**config.mk**
```make
export PLATFORM = sky130hd
export DESIGN_NAME = vga_timing_gen_flat
export DESIGN_NICKNAME = d
export VERILOG_FILES = /design/src/rtl/vga_timing_gen_if.sv /design/src/rtl/vga_timing_gen.sv /design/src/flat_wrapper.sv
export SDC_FILE = /design/constraint.sdc
export NUM_CORES = 1
export LEC_CHECK = 0
export ABC_CLOCK_PERIOD_IN_PS = 3000
export CAP_MARGIN = 10
export CORE_AREA = 3 3 81 83
export CTS_CLUSTER_SIZE = 8
export DETAILED_ROUTE_END_ITERATION = 6
export DIE_AREA = 0 0 84 86
export RECOVER_POWER = 25
export SLEW_MARGIN = 20
export SYNTH_ARGS = -nofsm -noshare
export SYNTH_HDL_FRONTEND = slang
export SYNTH_SLANG_ARGS = --single-unit
export TNS_END_PERCENT = 30
```
**constraint.sdc**
```tcl
create_clock -name Clk -period 3 [get_ports Clk]
set_clock_uncertainty 0.2 [all_clocks]
set_input_delay 0.9 -clock Clk [delete_from_list [all_inputs] [get_ports Clk]]
set_output_delay 0.9 -clock Clk [all_outputs]
set_load 0.005 [all_outputs]
```
**src/rtl/vga_timing_gen_if.sv**
```systemverilog
// Raster timing bundle between vga_timing_gen (master) and its pixel/game consumers (slave).
// XW/YW must match the generator's coordinate widths.
interface vga_timing_gen_if #(
    parameter int XW = 10,
    parameter int YW = 10
);
    logic          Enable;
    logic          pixel_ce;
    logic          hs;
    logic          vs;
    logic          blank;
    logic          sync;
    logic [XW-1:0] DrawX;
    logic [YW-1:0] DrawY;
    logic          frame_start;
    logic          line_start;
    logic          vblank_start;

    modport master (
        input  Enable,
        output pixel_ce, hs, vs, blank, sync, DrawX, DrawY,
               frame_start, line_start, vblank_start
    );

    modport slave (
        output Enable,
        input  pixel_ce, hs, vs, blank, sync, DrawX, DrawY,
               frame_start, line_start, vblank_start
    );
endinterface

```
**src/rtl/vga_timing_gen.sv**
```systemverilog
// Parametrised VGA raster generator: pixel clock-enable divider, h/v counters and
// registered sync/blank/strobe outputs that always describe the current (DrawX,DrawY).
module vga_timing_gen #(
    parameter int H_ACTIVE = 640,
    parameter int H_FP     = 16,
    parameter int H_SYNC   = 96,
    parameter int H_BP     = 48,
    parameter int V_ACTIVE = 480,
    parameter int V_FP     = 10,
    parameter int V_SYNC   = 2,
    parameter int V_BP     = 33,
    parameter int CLK_DIV  = 2,
    parameter bit HS_POL   = 1'b0,
    parameter bit VS_POL   = 1'b0,
    parameter int XW       = 10,
    parameter int YW       = 10
) (
    input  logic             Clk,
    input  logic             Reset_n,
    vga_timing_gen_if.master vga
);

    localparam int H_TOTAL   = H_ACTIVE + H_FP + H_SYNC + H_BP;
    localparam int V_TOTAL   = V_ACTIVE + V_FP + V_SYNC + V_BP;
    localparam int H_SYNC_LO = H_ACTIVE + H_FP;
    localparam int H_SYNC_HI = H_ACTIVE + H_FP + H_SYNC;
    localparam int V_SYNC_LO = V_ACTIVE + V_FP;
    localparam int V_SYNC_HI = V_ACTIVE + V_FP + V_SYNC;
    localparam int DW        = (CLK_DIV > 1) ? $clog2(CLK_DIV) : 1;

    localparam logic [DW-1:0] DIV_LAST = DW'(CLK_DIV - 1);
    localparam logic [XW-1:0] H_LAST   = XW'(H_TOTAL - 1);
    localparam logic [YW-1:0] V_LAST   = YW'(V_TOTAL - 1);
    localparam logic [XW-1:0] H_ACT    = XW'(H_ACTIVE);
    localparam logic [YW-1:0] V_ACT    = YW'(V_ACTIVE);

    if (longint'(H_TOTAL - 1) > ((64'sd1 << XW) - 64'sd1)) begin : g_bad_xw
        $fatal(1, "vga_timing_gen: H_TOTAL-1 does not fit in XW bits");
    end
    if (longint'(V_TOTAL - 1) > ((64'sd1 << YW) - 64'sd1)) begin : g_bad_yw
        $fatal(1, "vga_timing_gen: V_TOTAL-1 does not fit in YW bits");
    end
    if (CLK_DIV < 1) begin : g_bad_div
        $fatal(1, "vga_timing_gen: CLK_DIV must be at least 1");
    end
    if (H_FP < 1 || H_SYNC < 1 || H_BP < 1 || V_FP < 1 || V_SYNC < 1 || V_BP < 1) begin : g_bad_porch
        $fatal(1, "vga_timing_gen: porch and sync widths must be non-zero");
    end

    function automatic logic in_window(input int v, input int lo, input int hi);
        return (v >= lo) && (v < hi);
    endfunction

    logic [DW-1:0] div_r;
    logic [XW-1:0] hc_r;
    logic [YW-1:0] vc_r;
    logic          hs_r;
    logic          vs_r;
    logic          blank_r;
    logic          sync_r;
    logic          frame_r;
    logic          line_r;
    logic          vblank_r;

    logic          pce_s;
    logic [DW-1:0] div_nxt_s;
    logic [XW-1:0] hc_nxt_s;
    logic [YW-1:0] vc_nxt_s;
    logic          hs_on_s;
    logic          vs_on_s;
    logic          line_nxt_s;

    // Reset gates the enable so pixel_ce stays low while held in reset, even with CLK_DIV=1.
    assign pce_s = vga.Enable & Reset_n & (div_r == DIV_LAST);

    // Next divider and raster position; everything holds while Enable is low.
    always_comb begin
        div_nxt_s = div_r;
        hc_nxt_s  = hc_r;
        vc_nxt_s  = vc_r;
        if (vga.Enable) begin
            if (div_r == DIV_LAST) begin
                div_nxt_s = '0;
            end else begin
                div_nxt_s = div_r + DW'(1);
            end
        end else begin
            div_nxt_s = div_r;
        end
        if (pce_s) begin
            if (hc_r == H_LAST) begin
                hc_nxt_s = '0;
                if (vc_r == V_LAST) begin
                    vc_nxt_s = '0;
                end else begin
                    vc_nxt_s = vc_r + YW'(1);
                end
            end else begin
                hc_nxt_s = hc_r + XW'(1);
                vc_nxt_s = vc_r;
            end
        end else begin
            hc_nxt_s = hc_r;
            vc_nxt_s = vc_r;
        end
    end

    assign hs_on_s    = in_window(int'(hc_nxt_s), H_SYNC_LO, H_SYNC_HI);
    assign vs_on_s    = in_window(int'(vc_nxt_s), V_SYNC_LO, V_SYNC_HI);
    assign line_nxt_s = pce_s & (hc_nxt_s == '0);

    // Counters and outputs register together, decoded from the next position so they stay coherent.
    always_ff @(posedge Clk or negedge Reset_n) begin
        if (!Reset_n) begin
            div_r    <= '0;
            hc_r     <= '0;
            vc_r     <= '0;
            hs_r     <= ~HS_POL;
            vs_r     <= ~VS_POL;
            blank_r  <= 1'b1;
            sync_r   <= 1'b1;
            frame_r  <= 1'b0;
            line_r   <= 1'b0;
            vblank_r <= 1'b0;
        end else begin
            div_r    <= div_nxt_s;
            hc_r     <= hc_nxt_s;
            vc_r     <= vc_nxt_s;
            hs_r     <= hs_on_s ? HS_POL : ~HS_POL;
            vs_r     <= vs_on_s ? VS_POL : ~VS_POL;
            blank_r  <= (hc_nxt_s < H_ACT) && (vc_nxt_s < V_ACT);
            sync_r   <= ~(hs_on_s | vs_on_s);
            frame_r  <= line_nxt_s & (vc_nxt_s == '0);
            line_r   <= line_nxt_s;
            vblank_r <= line_nxt_s & (vc_nxt_s == V_ACT);
        end
    end

    assign vga.pixel_ce     = pce_s;
    assign vga.hs           = hs_r;
    assign vga.vs           = vs_r;
    assign vga.blank        = blank_r;
    assign vga.sync         = sync_r;
    assign vga.DrawX        = hc_r;
    assign vga.DrawY        = vc_r;
    assign vga.frame_start  = frame_r;
    assign vga.line_start   = line_r;
    assign vga.vblank_start = vblank_r;

endmodule

```
**src/flat_wrapper.sv**
```systemverilog
// flat-port wrapper written by rule: the top's interface ports become plain ports
module vga_timing_gen_flat 
#(
    parameter int H_ACTIVE = 640,
    parameter int H_FP     = 16,
    parameter int H_SYNC   = 96,
    parameter int H_BP     = 48,
    parameter int V_ACTIVE = 480,
    parameter int V_FP     = 10,
    parameter int V_SYNC   = 2,
    parameter int V_BP     = 33,
    parameter int CLK_DIV  = 2,
    parameter bit HS_POL   = 1'b0,
    parameter bit VS_POL   = 1'b0,
    parameter int XW       = 10,
    parameter int YW       = 10
)
  (Clk, Reset_n, vga_Enable, vga_pixel_ce, vga_hs, vga_vs, vga_blank, vga_sync, vga_DrawX, vga_DrawY, vga_frame_start, vga_line_start, vga_vblank_start);
  vga_timing_gen_if #(.XW(XW), .YW(YW)) vga_i ();
  input  logic Clk;
  input  logic Reset_n;
  input wire logic [$bits(vga_i.Enable)-1:0] vga_Enable;
  output wire logic [$bits(vga_i.pixel_ce)-1:0] vga_pixel_ce;
  output wire logic [$bits(vga_i.hs)-1:0] vga_hs;
  output wire logic [$bits(vga_i.vs)-1:0] vga_vs;
  output wire logic [$bits(vga_i.blank)-1:0] vga_blank;
  output wire logic [$bits(vga_i.sync)-1:0] vga_sync;
  output wire logic [$bits(vga_i.DrawX)-1:0] vga_DrawX;
  output wire logic [$bits(vga_i.DrawY)-1:0] vga_DrawY;
  output wire logic [$bits(vga_i.frame_start)-1:0] vga_frame_start;
  output wire logic [$bits(vga_i.line_start)-1:0] vga_line_start;
  output wire logic [$bits(vga_i.vblank_start)-1:0] vga_vblank_start;
  assign vga_i.Enable = vga_Enable;
  assign vga_pixel_ce = vga_i.pixel_ce;
  assign vga_hs = vga_i.hs;
  assign vga_vs = vga_i.vs;
  assign vga_blank = vga_i.blank;
  assign vga_sync = vga_i.sync;
  assign vga_DrawX = vga_i.DrawX;
  assign vga_DrawY = vga_i.DrawY;
  assign vga_frame_start = vga_i.frame_start;
  assign vga_line_start = vga_i.line_start;
  assign vga_vblank_start = vga_i.vblank_start;
  vga_timing_gen #(.H_ACTIVE(H_ACTIVE), .H_FP(H_FP), .H_SYNC(H_SYNC), .H_BP(H_BP), .V_ACTIVE(V_ACTIVE), .V_FP(V_FP), .V_SYNC(V_SYNC), .V_BP(V_BP), .CLK_DIV(CLK_DIV), .HS_POL(HS_POL), .VS_POL(VS_POL), .XW(XW), .YW(YW)) u_core (.Clk(Clk), .Reset_n(Reset_n), .vga(vga_i));
endmodule
```
Yosys cells after proc, flatten, opt, wreduce, memory -nomap -nowiden
Index checks and enable logic that the tools add are counted.

operators by class
  add/sub/neg operators = 3
  magnitude comparators = 6
  eq/ne operators = 3
  muxes and demuxes = 8
  bitwise operators = 7
  reductions and logical operators = 5

operators with widths
  operator               count
  $mux 10                5
  $add 10x1->10 const B  2
  $eq 10x10->1 const B   2
  $logic_not 10->1       2
  $lt 10x10->1 const B   2
  $lt 10x9->1 const B    2
  $eq 10x9->1 const B    1
  $ge 10x10->1 const B   1
  $ge 10x9->1 const B    1
  $and 1x1->1            5
  $logic_and 1x1->1      3
  $mux 1                 3
  $add 1x1->1 const B    1
  $not 1->1              1
  $or 1x1->1             1

word-level totals
  register bits = 28
  word-level logic and storage cells = 42

Longest topological paths before layout
Gate-level depths: netlist (run 1).

  word-level depth = 8
  gate-level depth with buffers = 8
  depth with buffers taken out = 8

Least setup slack after synthesis (run 1)
Ideal clock, no wire load.

  path type = input to register
  from = input port Reset_n
  to = register u_core.frame_r, in the netlist u_core.vga.frame_start
  arrival time = 2.397 ns
  required time = 2.704 ns
  path slack = 0.307 ns
  cell stages on the path = 6
  path buffers = 0
  cells stage by stage = nand4_2 -> nor4_2 -> mux2i_1 -> a211oi_2 -> or4b_1 -> nor4_2

between the ends
  elaborated cells between the ends (all ways) = 8

RTL lines
  item                       line                   source
  start: declaration         flat_wrapper.sv:21     input logic Reset_n;
  $and 1x1->1 (2 in series)  vga_timing_gen.sv:74   assign pce_s = vga.Enable & Reset_n & (div_r == DIV_LAST);
  $mux 10                    vga_timing_gen.sv:90   if (pce_s) begin
  via u_core.vc_nxt_s[4]     vga_timing_gen.sv:68   logic [YW-1:0] vc_nxt_s;
  $logic_not 10->1           vga_timing_gen.sv:133  frame_r <= line_nxt_s & (vc_nxt_s == '0);
  $and 1x1->1                vga_timing_gen.sv:133
  end signal: assignment     vga_timing_gen.sv:133
  end: declaration           vga_timing_gen.sv:61   logic frame_r;

The timed path passes the listed nets, and every way through them passes these cells.
A chain may end at the register's enable or synchronous reset.

Final worst setup path (run 1)
  from = input port Reset_n
  to = output port vga_pixel_ce

between the ends
  longest elaborated chain between the ends = 2

ends and longest elaborated chain
  item                       line                  source
  $and 1x1->1 (2 in series)  vga_timing_gen.sv:74
  end: declaration           flat_wrapper.sv:23    output wire logic [$bits(vga_i.pixel_ce)-1:0] vga_pixel_ce;

Every way passes these cells.

==> results.sh, run 1 <==
export IMPL_regArea_sq_um=705.7
export IMPL_syn_nets=200
export IMPL_critical_path_max_fanout=5
export IMPL_worstPathRequired_ps=1900
export IMPL_synth_main_ff_cell="sky130_fd_sc_hd__dfrtp_1"
export IMPL_detailedRoute_firstPassIterationCount=4
export IMPL_slew_violations=0
export IMPL_worstSetupPathType="primary input to output port"
export IMPL_fmax_mhz=356.5
export IMPL_synth_warning_count=0
export IMPL_grt_first_pass_wirelength_um=7921
export IMPL_synth_top_area_cell="sky130_fd_sc_hd__dfrtp_1"
export IMPL_ff2ff_setup_slack_ps=270
export IMPL_gr_total_overflow=0
export IMPL_effective_utilization_at_floorplan_pct=29.88
export IMPL_proportion_of_layout_cells_with_a_drive_suffix_above_1_pct=17.89
export IMPL_synth_edff_count=0
export IMPL_cts_buffer_depth=2
export IMPL_post_synth_inst_count=194
export IMPL_syn_area_sq_mm=0.001769
export IMPL_fin_area_sq_mm=0.002369
export IMPL_yosysSeqAreaShare_pct=39.89
export IMPL_cellPowerDensity_mw_per_mm2=414.2
export IMPL_number_of_buffers_and_inverters_on_the_critical_path=3
export IMPL_via_count=1704
export IMPL_postCtsHoldBufs=0
export IMPL_min_period_ps=2805
export IMPL_placement_io_buffers=30
export IMPL_clk_insertion_delay_late_ps=280
export IMPL_post_synth_main_area_contributors="sky130_fd_sc_hd__dfrtp_1 (34%), sky130_fd_sc_hd__dfstp_2 (5.9%), sky130_fd_sc_hd__nand2_1 (4.9%), sky130_fd_sc_hd__xor2_1 (4.0%), sky130_fd_sc_hd__nor2_1 (2.8%)"
export IMPL_num_antenna_cells=0
export IMPL_clockRootBuffer="sky130_fd_sc_hd__clkbuf_8"
export IMPL_die_w_um=84
export IMPL_drv_cap=0
export IMPL_worstPathCellList="clkbuf_2 -> nand3_1 -> inv_1 -> clkdlybuf4s50_1"
export IMPL_placed_cell_area_sq_mm=0.002315
export IMPL_postSynth_asyncResetShare_pct=100.0
export IMPL_ir_worst_vdd_v=0.0002915
export IMPL_yosys_cell_types_count=56
export IMPL_grt_setup_unrepaired="no"
export IMPL_post_dr_vias_cell=5.308
export IMPL_crit_family="buffers and inverters"
export IMPL_floorplan_die_height_um=86
export IMPL_run_status="complete, no violations"
export IMPL_cp_slowest_cell="sky130_fd_sc_hd__clkdlybuf4s50_1"
export IMPL_min_period_over_period_pct=93.50
export IMPL_placeableCoreArea_sq_mm=0.005921
export IMPL_tritoncts="done"
export IMPL_end_kind="output port"
export IMPL_leading_cell_type_in_the_layout_fill_and_taps_excluded="sky130_fd_sc_hd__clkdlybuf4s50_1"
export IMPL_dp_hpwl_um=3680
export IMPL_setup_viol=0
export IMPL_worst_margin_pin_slew_ps=919.1
export IMPL_crit_path_max_incr_delay_ps=500
export IMPL_cts_htree_levels=1
export IMPL_fillers=612
export IMPL_cts_inserted_buffers=3
export IMPL_die_area_sq_mm=0.007224
export IMPL_largest_net_degree_at_the_start_of_global_routing=18
export IMPL_floorplan_io_pins=31
export IMPL_number_of_setup_buffers_added_after_cts=0
export IMPL_clock_sinks=28
export IMPL_worstPathArrival_ps=1700
export IMPL_route_antenna_remaining_nets=0
export IMPL_worst_slew_margin_rel_pct=38.73
export IMPL_layout_nets=253
export IMPL_vias_in_the_first_global_route=1622
export IMPL_globalplace_congestion=0.8490
export IMPL_combined_global_route_utilization_of_all_metal_layers_pct=13.43
export IMPL_worst_setup_path_start_kind="primary input"
export IMPL_cts_clk_slew_worst_paths_ps=100
export IMPL_fin_hold_ws_ps=336.2
export IMPL_commonest_cells_after_routing_fill_and_taps_aside="sky130_fd_sc_hd__clkdlybuf4s50_1 (28), sky130_fd_sc_hd__buf_4 (24), sky130_fd_sc_hd__dfrtp_1 (24), sky130_fd_sc_hd__nand2_1 (23), sky130_fd_sc_hd__nor2_1 (13)"
export IMPL_relative_area_change_from_synthesis_to_final_layout_pct=33.88
export IMPL_detail_route_iter0_violations=139
export IMPL_row_count=28
export IMPL_yosys_register_bits=28
export IMPL_wl_per_cell_um=14.86
export IMPL_hold_violations=0
export IMPL_timing_hold_worst_class="register to register"
export IMPL_power_leakage_nw=1.001
export IMPL_detail_route_drc_violations=0
export IMPL_syn_mean_instance_area_sq_um=9.120
export IMPL_area_taken_by_multi_input_logic_gates_sq_um=982.2
export IMPL_initial_antenna_violation_count=0
export IMPL_drt_wl_total_um=4769
export IMPL_synthDominantCellAreaShare_pct=33.95
==> kinds of logic (layout without fill, tap and decap cells) <==
kind of cell               Yosys count  in the layout  share of synthesized area [%]
and+or+nand+nor                     94             94                          32.32
DFF                                 28             28                          39.89
adders and majority gates            3              3                          2.122
buffers and inverters               18             70                          4.597
xor gates and xnor gates            13             13                          6.436
muxes                                1              1                         0.5658
AOI/OAI and AO/OA                   37             37                          14.07
==> repair_timing <==
item / 4_1_cts / 5_1_grt
resized for setup: 2 / 4
endpoints found under the hold margin: 0 / 0
endpoints found under the setup margin: 2 / 1
cloned: 0 / 0
==> synth_stat cells (3+ instances only) <==
library cell / n
sky130_fd_sc_hd__xor2_1: 8
sky130_fd_sc_hd__xnor2_1: 5
sky130_fd_sc_hd__clkbuf_1: 4
sky130_fd_sc_hd__nand4_1: 4
sky130_fd_sc_hd__o21ai_0: 8
sky130_fd_sc_hd__inv_1: 10
sky130_fd_sc_hd__and3_1: 4
sky130_fd_sc_hd__ha_1: 3
sky130_fd_sc_hd__nand4b_1: 3
sky130_fd_sc_hd__nor4_1: 6
sky130_fd_sc_hd__nand2b_1: 3
sky130_fd_sc_hd__nor2_1: 13
sky130_fd_sc_hd__dfrtp_1: 24
sky130_fd_sc_hd__nor4b_1: 3
sky130_fd_sc_hd__dfstp_2: 4
sky130_fd_sc_hd__nor3_1: 4
sky130_fd_sc_hd__a21oi_1: 8
sky130_fd_sc_hd__a31oi_1: 5
sky130_fd_sc_hd__nand3_1: 9
sky130_fd_sc_hd__nand2_1: 23
==> state kept, by name, indices dropped and copies added, names as in the netlist <==
| signal | flops |
|---|---|
| u_core.vga.vs | 1 |
| u_core.vga.line_start | 1 |
| u_core.vga.hs | 1 |
| u_core.vga.blank | 1 |
| u_core.vga.DrawY | 10 |
| u_core.div_r | 1 |
| u_core.vga.DrawX | 10 |
| u_core.vga.sync | 1 |
| u_core.vga.frame_start | 1 |
| u_core.vga.vblank_start | 1 |
==> area by class of cell <==
cell class                      count  area share (%)
Clock buffer                        3           1.743
Clock inverter                      1           1.268
Inverter                           10           1.585
Multi-Input combinational cell    148           41.47
Sequential cell                    28           29.79
Tap cell                           75           3.962
Timing Repair Buffer               56           20.18
==> worst reg2reg max path, cell delays in order (launching register included) <==
cell and delay, ps:
sky130_fd_sc_hd__dfrtp_1 450, sky130_fd_sc_hd__ha_1 350, sky130_fd_sc_hd__and4_1 250, sky130_fd_sc_hd__nand4_1 170, sky130_fd_sc_hd__buf_4 230, sky130_fd_sc_hd__nor3_1 240
sky130_fd_sc_hd__xor2_1 120, sky130_fd_sc_hd__or4b_1 500, sky130_fd_sc_hd__nor4_2 140
==> per-stage QoR <==
step / setup slack, ps / std cells / total power [mW] / utilization, % / TNS (ps)
after floorplan: 307.4 / 194 / 0.5804 / - / 0
after global placement: -347.9 / 317 / 0.6844 / 39.10 / -1672
after detailed placement: -362.5 / 317 / 0.6853 / 39.10 / -1762
after CTS: 11.21 / 321 / 0.9968 / 40.26 / 0
after global routing: 113.8 / 321 / 1.040 / 40.00 / 0
final: 195.0 / 321 / 0.9809 / 40.00 / 0
==> layer usage <==
metal / global-route usage, % / routed length, um / part of all wire [%]
met3: 2.113 / 227 / 4.8
met5: 0 / 0 / 0
met4: 4.386 / 57 / 1.2
met2: 22.70 / 2362 / 50
met1: 17.60 / 2122 / 44
==> report_power, final <==
group	leakage [nW]	internal [mW]	switching (mW)	total, mW
combinational	0.612	0.113	0.0987	0.212
clock	0.0357	0.179	0.125	0.303
sequential	0.353	0.411	0.0554	0.466
==> final timing paths <==
check | start | end | cells past startpoint
setup reg to reg | u_core.vga.DrawX[0] | u_core.vga.frame_start | 8
max in group asynchronous | Reset_n | u_core.vga.DrawY[6] | 2
setup / recovery | Reset_n | vga_pixel_ce | 4
hold reg to reg | u_core.div_r | u_core.div_r | 1
min in group asynchronous | Reset_n | u_core.vga.DrawX[1] | 2
hold / removal | u_core.div_r | u_core.div_r | 1
Power figures use the tool's default switching activity.
==> run 2, diff against run 1 <==
--- a/config.mk
+++ b/config.mk
@@ -11,6 +11,7 @@
 export CTS_CLUSTER_SIZE = 8
 export DETAILED_ROUTE_END_ITERATION = 6
 export DIE_AREA = 0 0 84 86
+export DONT_BUFFER_PORTS = 1
 export RECOVER_POWER = 25
 export SLEW_MARGIN = 20
 export SYNTH_ARGS = -nofsm -noshare
==> run 2 against run 1 <==
Against the previous run:
- via count is 12% lower
- die area stayed put
- maximum frequency is 3.8% higher
- highest routed layer unchanged
==> results.sh, run 2 (synthesis results as in run 1) <==
export IMPL_timing_hold_worst_class="primary input to asynchronous set/reset pin"
export IMPL_setup_viol=0
export IMPL_row_count=28
export IMPL_grt_first_pass_wirelength_um=7631
export IMPL_gr_total_overflow=0
export IMPL_layout_nets=208
export IMPL_proportion_of_layout_cells_with_a_drive_suffix_above_1_pct=14.43
export IMPL_dp_hpwl_um=3497
export IMPL_worst_slew_margin_rel_pct=66.46
export IMPL_floorplan_io_pins=31
export IMPL_hold_violations=0
export IMPL_postCtsHoldBufs=0
export IMPL_die_w_um=84
export IMPL_vias_in_the_first_global_route=1506
export IMPL_worst_setup_path_start_kind="register"
export IMPL_clk_insertion_delay_late_ps=280
export IMPL_via_count=1495
export IMPL_num_antenna_cells=0
export IMPL_die_area_sq_mm=0.007224
export IMPL_placeableCoreArea_sq_mm=0.005921
export IMPL_drt_wl_total_um=4558
export IMPL_number_of_setup_buffers_added_after_cts=0
export IMPL_end_kind="register"
export IMPL_initial_antenna_violation_count=0
export IMPL_leading_cell_type_in_the_layout_fill_and_taps_excluded="sky130_fd_sc_hd__dfrtp_1"
export IMPL_detailedRoute_firstPassIterationCount=4
export IMPL_worst_r2r_path_depth=7
export IMPL_combined_global_route_utilization_of_all_metal_layers_pct=12.91
export IMPL_fmax_mhz=370.2
export IMPL_cts_clk_slew_worst_paths_ps=100
export IMPL_power_leakage_nw=0.8167
export IMPL_largest_net_degree_at_the_start_of_global_routing=32
export IMPL_clock_sinks=28
export IMPL_commonest_cells_after_routing_fill_and_taps_aside="sky130_fd_sc_hd__dfrtp_1 (24), sky130_fd_sc_hd__nand2_1 (23), sky130_fd_sc_hd__nor2_1 (13), sky130_fd_sc_hd__buf_4 (11), sky130_fd_sc_hd__inv_1 (10)"
export IMPL_cts_buffer_depth=2
export IMPL_grt_setup_unrepaired="no"
export IMPL_floorplan_die_height_um=86
export IMPL_min_period_over_period_pct=90.05
export IMPL_wl_met3_um=280
export IMPL_cts_htree_levels=1
export IMPL_worstSetupPathType="register to register"
export IMPL_tritoncts="done"
export IMPL_clockRootBuffer="sky130_fd_sc_hd__clkbuf_8"
export IMPL_met1_length_um=1942
export IMPL_post_dr_vias_cell=5.417
export IMPL_highest_layer="met4"
export IMPL_worstPathRequired_ps=2990
export IMPL_globalplace_congestion=0.8354
export IMPL_run_status="complete, no violations"
export IMPL_relative_area_change_from_synthesis_to_final_layout_pct=10.61
export IMPL_effective_utilization_at_floorplan_pct=29.88
export IMPL_route_antenna_remaining_nets=0
export IMPL_worst_margin_pin_slew_ps=496.1
export IMPL_ir_worst_vdd_v=0.0002843
export IMPL_min_period_ps=2701
export IMPL_detail_route_iter0_violations=105
export IMPL_setup_total_negative_slack_ps=0
export IMPL_wl_per_cell_um=16.51
export IMPL_total_power_uw=860.0
export IMPL_fillers=609
export IMPL_critical_path_max_fanout=6
export IMPL_worstPathArrival_ps=2690
export IMPL_placement_io_buffers=0
export IMPL_cellPowerDensity_mw_per_mm2=439.5
export IMPL_post_cts_resized=0
export IMPL_cts_inserted_buffers=3
export IMPL_detail_route_drc_violations=0
export IMPL_drv_cap=0
export IMPL_slew_violations=0
export IMPL_met2_wirelength_um=2245
[run 2: routing by layer]
metal	GRT usage, %	vias up
met4	3.655	0
met5	0	-
met2	22.27	37
met1	15.99	720
met3	3.362	8
li1	-	730
[run 2: report_power, final]
part	internal [mW]	total, mW	switching, mW
Sequential	0.411	0.473	0.0627
Clock	0.118	0.239	0.122
Combinational	0.0702	0.147	0.0771
Total	0.598	0.860	0.262
[run 2: layout make-up]
type                            count  area (sq um)  share of cell area [%]
Tap cell                           75         93.84                   4.795
Timing Repair Buffer               11         82.58                   4.220
Sequential cell                    28         705.7                   36.06
Clock buffer                        4         55.05                   2.813
Multi-Input combinational cell    148         982.2                   50.19
Inverter                           10         37.54                   1.918
[run 2: stage by stage]
stage / instances / area, sq um / util, % / setup WS, ps / hold slack (ps)
finish: 276 / 1957 / 33.05 / 298.6 / 102.1
global route: 276 / 1957 / 33.05 / 29.09 / 82.59
CTS: 276 / 1957 / 33.05 / 252.6 / 96.26
detailed placement: 272 / 1902 / 32.12 / 148.9 / 313.2
global placement: 272 / 1902 / 32.12 / 208.8 / 317.5
floorplan: 194 / 1769 / - / 307.4 / 292.2
[run 2: path summary, 6_finish.rpt]
kind	startpoint	end	slack, ps
setup / recovery	u_core.vga.DrawX[0]	u_core.vga.frame_start	300
hold reg to reg	u_core.div_r	u_core.div_r	330
setup reg to reg	u_core.vga.DrawX[0]	u_core.vga.frame_start	300
min in group Clk	u_core.div_r	u_core.div_r	330
max in group asynchronous	Reset_n	u_core.vga.blank	2320
hold / removal	Reset_n	u_core.div_r	100
[run 2: worst max-delay path: stages, from the launching register on]
cell	delay, ps
sky130_fd_sc_hd__dfrtp_1	470
sky130_fd_sc_hd__ha_1	280
sky130_fd_sc_hd__nand4_2	210
sky130_fd_sc_hd__nor4_2	420
sky130_fd_sc_hd__mux2i_1	190
sky130_fd_sc_hd__a211oi_2	230
sky130_fd_sc_hd__or4b_1	470
sky130_fd_sc_hd__nor4_2	140
==> RTL edit 1: new RTL, settings of run 1 <==
`HS_POL` is set to 1'b0 in 2 places; all go to 1'b1.
--- a/src/rtl/vga_timing_gen.sv
+++ b/src/rtl/vga_timing_gen.sv
@@ -10,7 +10,7 @@
     parameter int V_SYNC   = 2,
     parameter int V_BP     = 33,
     parameter int CLK_DIV  = 2,
-    parameter bit HS_POL   = 1'b0,
+    parameter bit HS_POL   = 1'b1,
     parameter bit VS_POL   = 1'b0,
     parameter int XW       = 10,
     parameter int YW       = 10
--- a/src/flat_wrapper.sv
+++ b/src/flat_wrapper.sv
@@ -10,7 +10,7 @@
     parameter int V_SYNC   = 2,
     parameter int V_BP     = 33,
     parameter int CLK_DIV  = 2,
-    parameter bit HS_POL   = 1'b0,
+    parameter bit HS_POL   = 1'b1,
     parameter bit VS_POL   = 1'b0,
     parameter int XW       = 10,
     parameter int YW       = 10
Formal check against the unedited RTL: not equivalent (a bounded check fails within 4 cycles, from zero or initial values and one cycle with Reset_n low).
==> RTL edit 1 against run 1 <==
- final area fell by 7.0%
- register-to-register slack got worse by 0.04 ns
- setup slack got worse by 0.11 ns
- wire length fell by 17%
- total power fell by 3.9%
- hold slack got worse by 0.034 ns
- area after synthesis fell by 9.9%
- sequential cell count did not move
==> RTL edit 1: results <==
outcome:
  status: "complete, no violations"
logic_synthesis:
  synth_area_leaders: "dfrtp_1 39%, dfstp_2 4.9%, xor2_1 3.8%, nand3_1 3.8%, inv_1 3.1%"
  ys_top_cells_by_count: "25 x dfrtp_1, 13 x inv_1, 13 x nand2_1"
  syn_nets: 172
  synthMuxAreaShare_pct: 1.26
  ys_types: 50
  seq_area_frac_synth_pct: 44.2
  synthXorXnorAreaFrac_pct: 7.61
  synth_compound_area_share_pct: 13.1
  synthAdderAreaFrac_pct: 2.35
power:
  swShare_pct: 30.1
  p_leak_uw: 0.000974
  ir_drop_mv: 0.302
  pwr-share-clk_pct: 25.6
  power_clock_uw: 241
  comb-power_uw: 234
final_layout:
  drive_above_1_share_pct: 19.4
  nNetsFinal: 224
hold_path:
  hold_class: "reg2reg"
global_route:
  grt_use_met2_pct: 19.7
  grt_pass1_vias: 1438
  grt_pass1_wl_mm: 6.84
  track_usage_pct: 11.4
  use_met3_pct: 1.73
  use_met1_pct: 14.8
clock_tree:
  post_cts_buffers: 0
  clk_pin_slew_worst_paths_ns: 0.10
drt:
  via_count: 1432
  first_iter_violations: 97
  wl_mm: 3.96
  drt-pass1-iter-count: 4
critical_path:
  cpMaxStageDelayCell: "or4_4"
  crit_fanout: 3
  arrival_ns: 2.90
  cp_top_family: "simple AND/OR/NAND/NOR gates"
  ff2ff_path_depth: 7
  slowest_delay_ns: 0.54
place:
  hpwl_mm: 3.03
  gp_congestion: 0.814
timing:
  maxSlewHeadroom_pct: 36.5
## RTL edit 1: final cells by class
type                            instances  area [um^2]
Multi-Input combinational cell        117          820
Fill cell                             601         3720
Tap cell                               75         93.8
Timing Repair Buffer                   55          482
Clock buffer                            4         55.1
Sequential cell                        28          704
Inverter                               13         48.8
## RTL edit 1: metal layers
layer	vias to the layer above	part of all wire (%)
met3	2	3.5
li1	701	-
met5	-	0
met2	27	50
met4	0	0.96
met1	702	46
## RTL edit 1: worst register-to-register path, cell delays in order, from the launching register on
cell	delay (ns)
dfrtp_1	0.47
ha_1	0.27
and4_2	0.30
nand2_1	0.06
o21ai_1	0.17
or3b_1	0.38
or4_4	0.54
nor4_2	0.28
## RTL edit 1: repair_timing
action / 4_1_cts / 5_1_grt
gates resized for setup: 8 / 3
endpoints found under the setup margin: 7 / 2
hold buffers: 0 / 0
## RTL edit 1: worst paths after layout
check	from	end	slack, ns
worst max-delay path	vga_Enable	u_core.vga.frame_start$_DFF_PN0_	0.09
worst min-delay path	u_core.div_r$_DFFE_PN0P_	u_core.div_r$_DFFE_PN0P_	0.30
worst max register to register	u_core.vga.DrawX[0]$_DFF_PN0_	u_core.vga.frame_start$_DFF_PN0_	0.23
worst min register to register	u_core.div_r$_DFFE_PN0P_	u_core.div_r$_DFFE_PN0P_	0.30
max in group asynchronous	Reset_n	u_core.vga.DrawY[5]$_DFF_PN0_	1.26
min in group asynchronous	Reset_n	u_core.vga.DrawX[2]$_DFF_PN0_	0.62
## RTL edit 1: through the flow
step                      setup WS (ns)  cells  area, um^2  TNS (ns)
after global placement           -0.514    288        2140     -2.96
after floorplan                  0.0121    166        1590         0
after CTS                        0.0640    292        2200         0
final                            0.0893    292        2200         0
after detailed placement         -0.574    288        2140     -3.20
after global routing            -0.0806    292        2200   -0.0806
==> RTL edit 2: new RTL, flow settings as in run 1 <==
Made on the original files. Reset style: synchronous (`Reset_n`), changed in one clocked block.
--- a/src/rtl/vga_timing_gen.sv
+++ b/src/rtl/vga_timing_gen.sv
@@ -110,7 +110,7 @@
     assign line_nxt_s = pce_s & (hc_nxt_s == '0);
 
     // Counters and outputs register together, decoded from the next position so they stay coherent.
-    always_ff @(posedge Clk or negedge Reset_n) begin
+    always_ff @(posedge Clk) begin
         if (!Reset_n) begin
             div_r    <= '0;
             hc_r     <= '0;
Check against the original RTL: differs if Reset_n is asserted again (counterexample within 4 cycles, from zero or initial values and one cycle with Reset_n low); with Reset_n held inactive, the same outputs for 10 cycles.
==> RTL edit 2 against run 1 <==
- die area unchanged
- sequential cell count unchanged
- synthesized cell count up 2.6%
- final area down 4.8%
- area after synthesis down 3.3%
- first-iteration DRC count down 50%
- critical endpoint unchanged
- sequential share of layout area down 4.9 points
- setup slack worse by 0.12 ns
- wire length down 12%
Power is not compared: it rests on default switching activity, and its combinational part moved more than twofold at a synthesized area within 25%.
==> RTL edit 2: results <==
final_layout:
  multi_input_area_share_pct: 46.3
  multiInputGateArea_um2: 1040
  drive_above_1_share_pct: 16.0
  nNetsFinal: 250
  sh_seq_area_pct: 24.9
  n_fill_cell: 603
  clock_area_share_pct: 3.16
  inverters: 9
  layout.nonclk_buf_share_pct: 20.0
  num-multi-input-gates: 152
  fin_cells: 318
outcome:
  status: "complete, no violations"
logic_synthesis:
  synth_ff_type: "dfxtp_1"
  ys_types: 58
  synth_compound_area_share_pct: 14.9
  synthXorXnorAreaFrac_pct: 6.66
  synthMuxAreaShare_pct: 1.90
  avgSynthCellArea_um2: 8.59
  synth_area_leaders: "dfxtp_1 33%, and2_1 5.5%, nand2_1 4.8%, xnor2_1 4.6%, nand4_1 3.7%"
  ys_top_cells_by_count: "28 x dfxtp_1, 22 x nand2_1, 15 x and2_1"
  synthArstFlopShare_pct: 0
global_route:
  grt_pass1_vias: 1497
  grt_max_degree: 17
place:
  dp.cells: 314
  placedInstanceArea_um2: 2210
timing:
  maxSlewHeadroom_pct: 71.7
  max_freq_mhz: 342
drt:
  wl_per_cell_um: 13.2
  first_iter_violations: 69
  viasPerCell: 4.94
  drt-pass1-iter-count: 5
critical_path:
  arrival_ns: 1.82
  rrSetupSlack_ns: 0.25
==> RTL edit 2: cell types whose count changed in the layout (fill, tap and decap cells not counted), moves of 7 or more <==
cell / delta
and2_1: +12
buf_4: -7
dfrtp_1: -24
dfxtp_1: +28
nor2_1: -7
==> RTL edit 2: worst min-delay path, stage by stage, from the launching register on <==
cell	delay [ns]
dfxtp_1	0.35
xor2_1	0.14
and2_1	0.12
==> RTL edit 2: worst paths after layout <==
check / cells after the start / to / start
worst max-delay path: 4 / vga_pixel_ce / vga_Enable
worst min-delay path: 2 / u_core.div_r$_SDFFE_PN0P_ / u_core.div_r$_SDFFE_PN0P_
worst max register to register: 7 / u_core.vga.frame_start$_SDFF_PN0_ / u_core.vga.DrawX[0]$_SDFF_PN0_
worst min register to register: 2 / u_core.div_r$_SDFFE_PN0P_ / u_core.div_r$_SDFFE_PN0P_
==> RTL edit 2: kinds of logic after synthesis <==
kind of cell / count (synthesis)
buf+inv: 19
flops: 28
fa+ha+maj: 3
compound gates: 33
mux: 3
simple gates: 100
xor+xnor: 13
==> RTL edit 2: repair_timing <==
action / CTS / global route
pin swaps: 0 / 0
setup buffers: 0 / 0
setup endpoints to repair: 3 / 1
gates resized for setup: 2 / 3
==> RTL edit 2: report_power, final <==
group          internal [uW]  switching, uW
Sequential               376           8.07
Combinational           22.7           17.1
Clock                    179            130
Total                    578            156
==> RTL edit 2: routing by layer <==
layer / global-route usage (%) / routed length, um / vias to the layer above / share of wire, %
met5: 0 / 0 / - / 0
met4: 3.51 / 49 / 0 / 1.2
met3: 1.15 / 109 / 5 / 2.6
met2: 18.9 / 1890 / 28 / 45
met1: 17.0 / 2140 / 725 / 51
li1: - / - / 814 / -
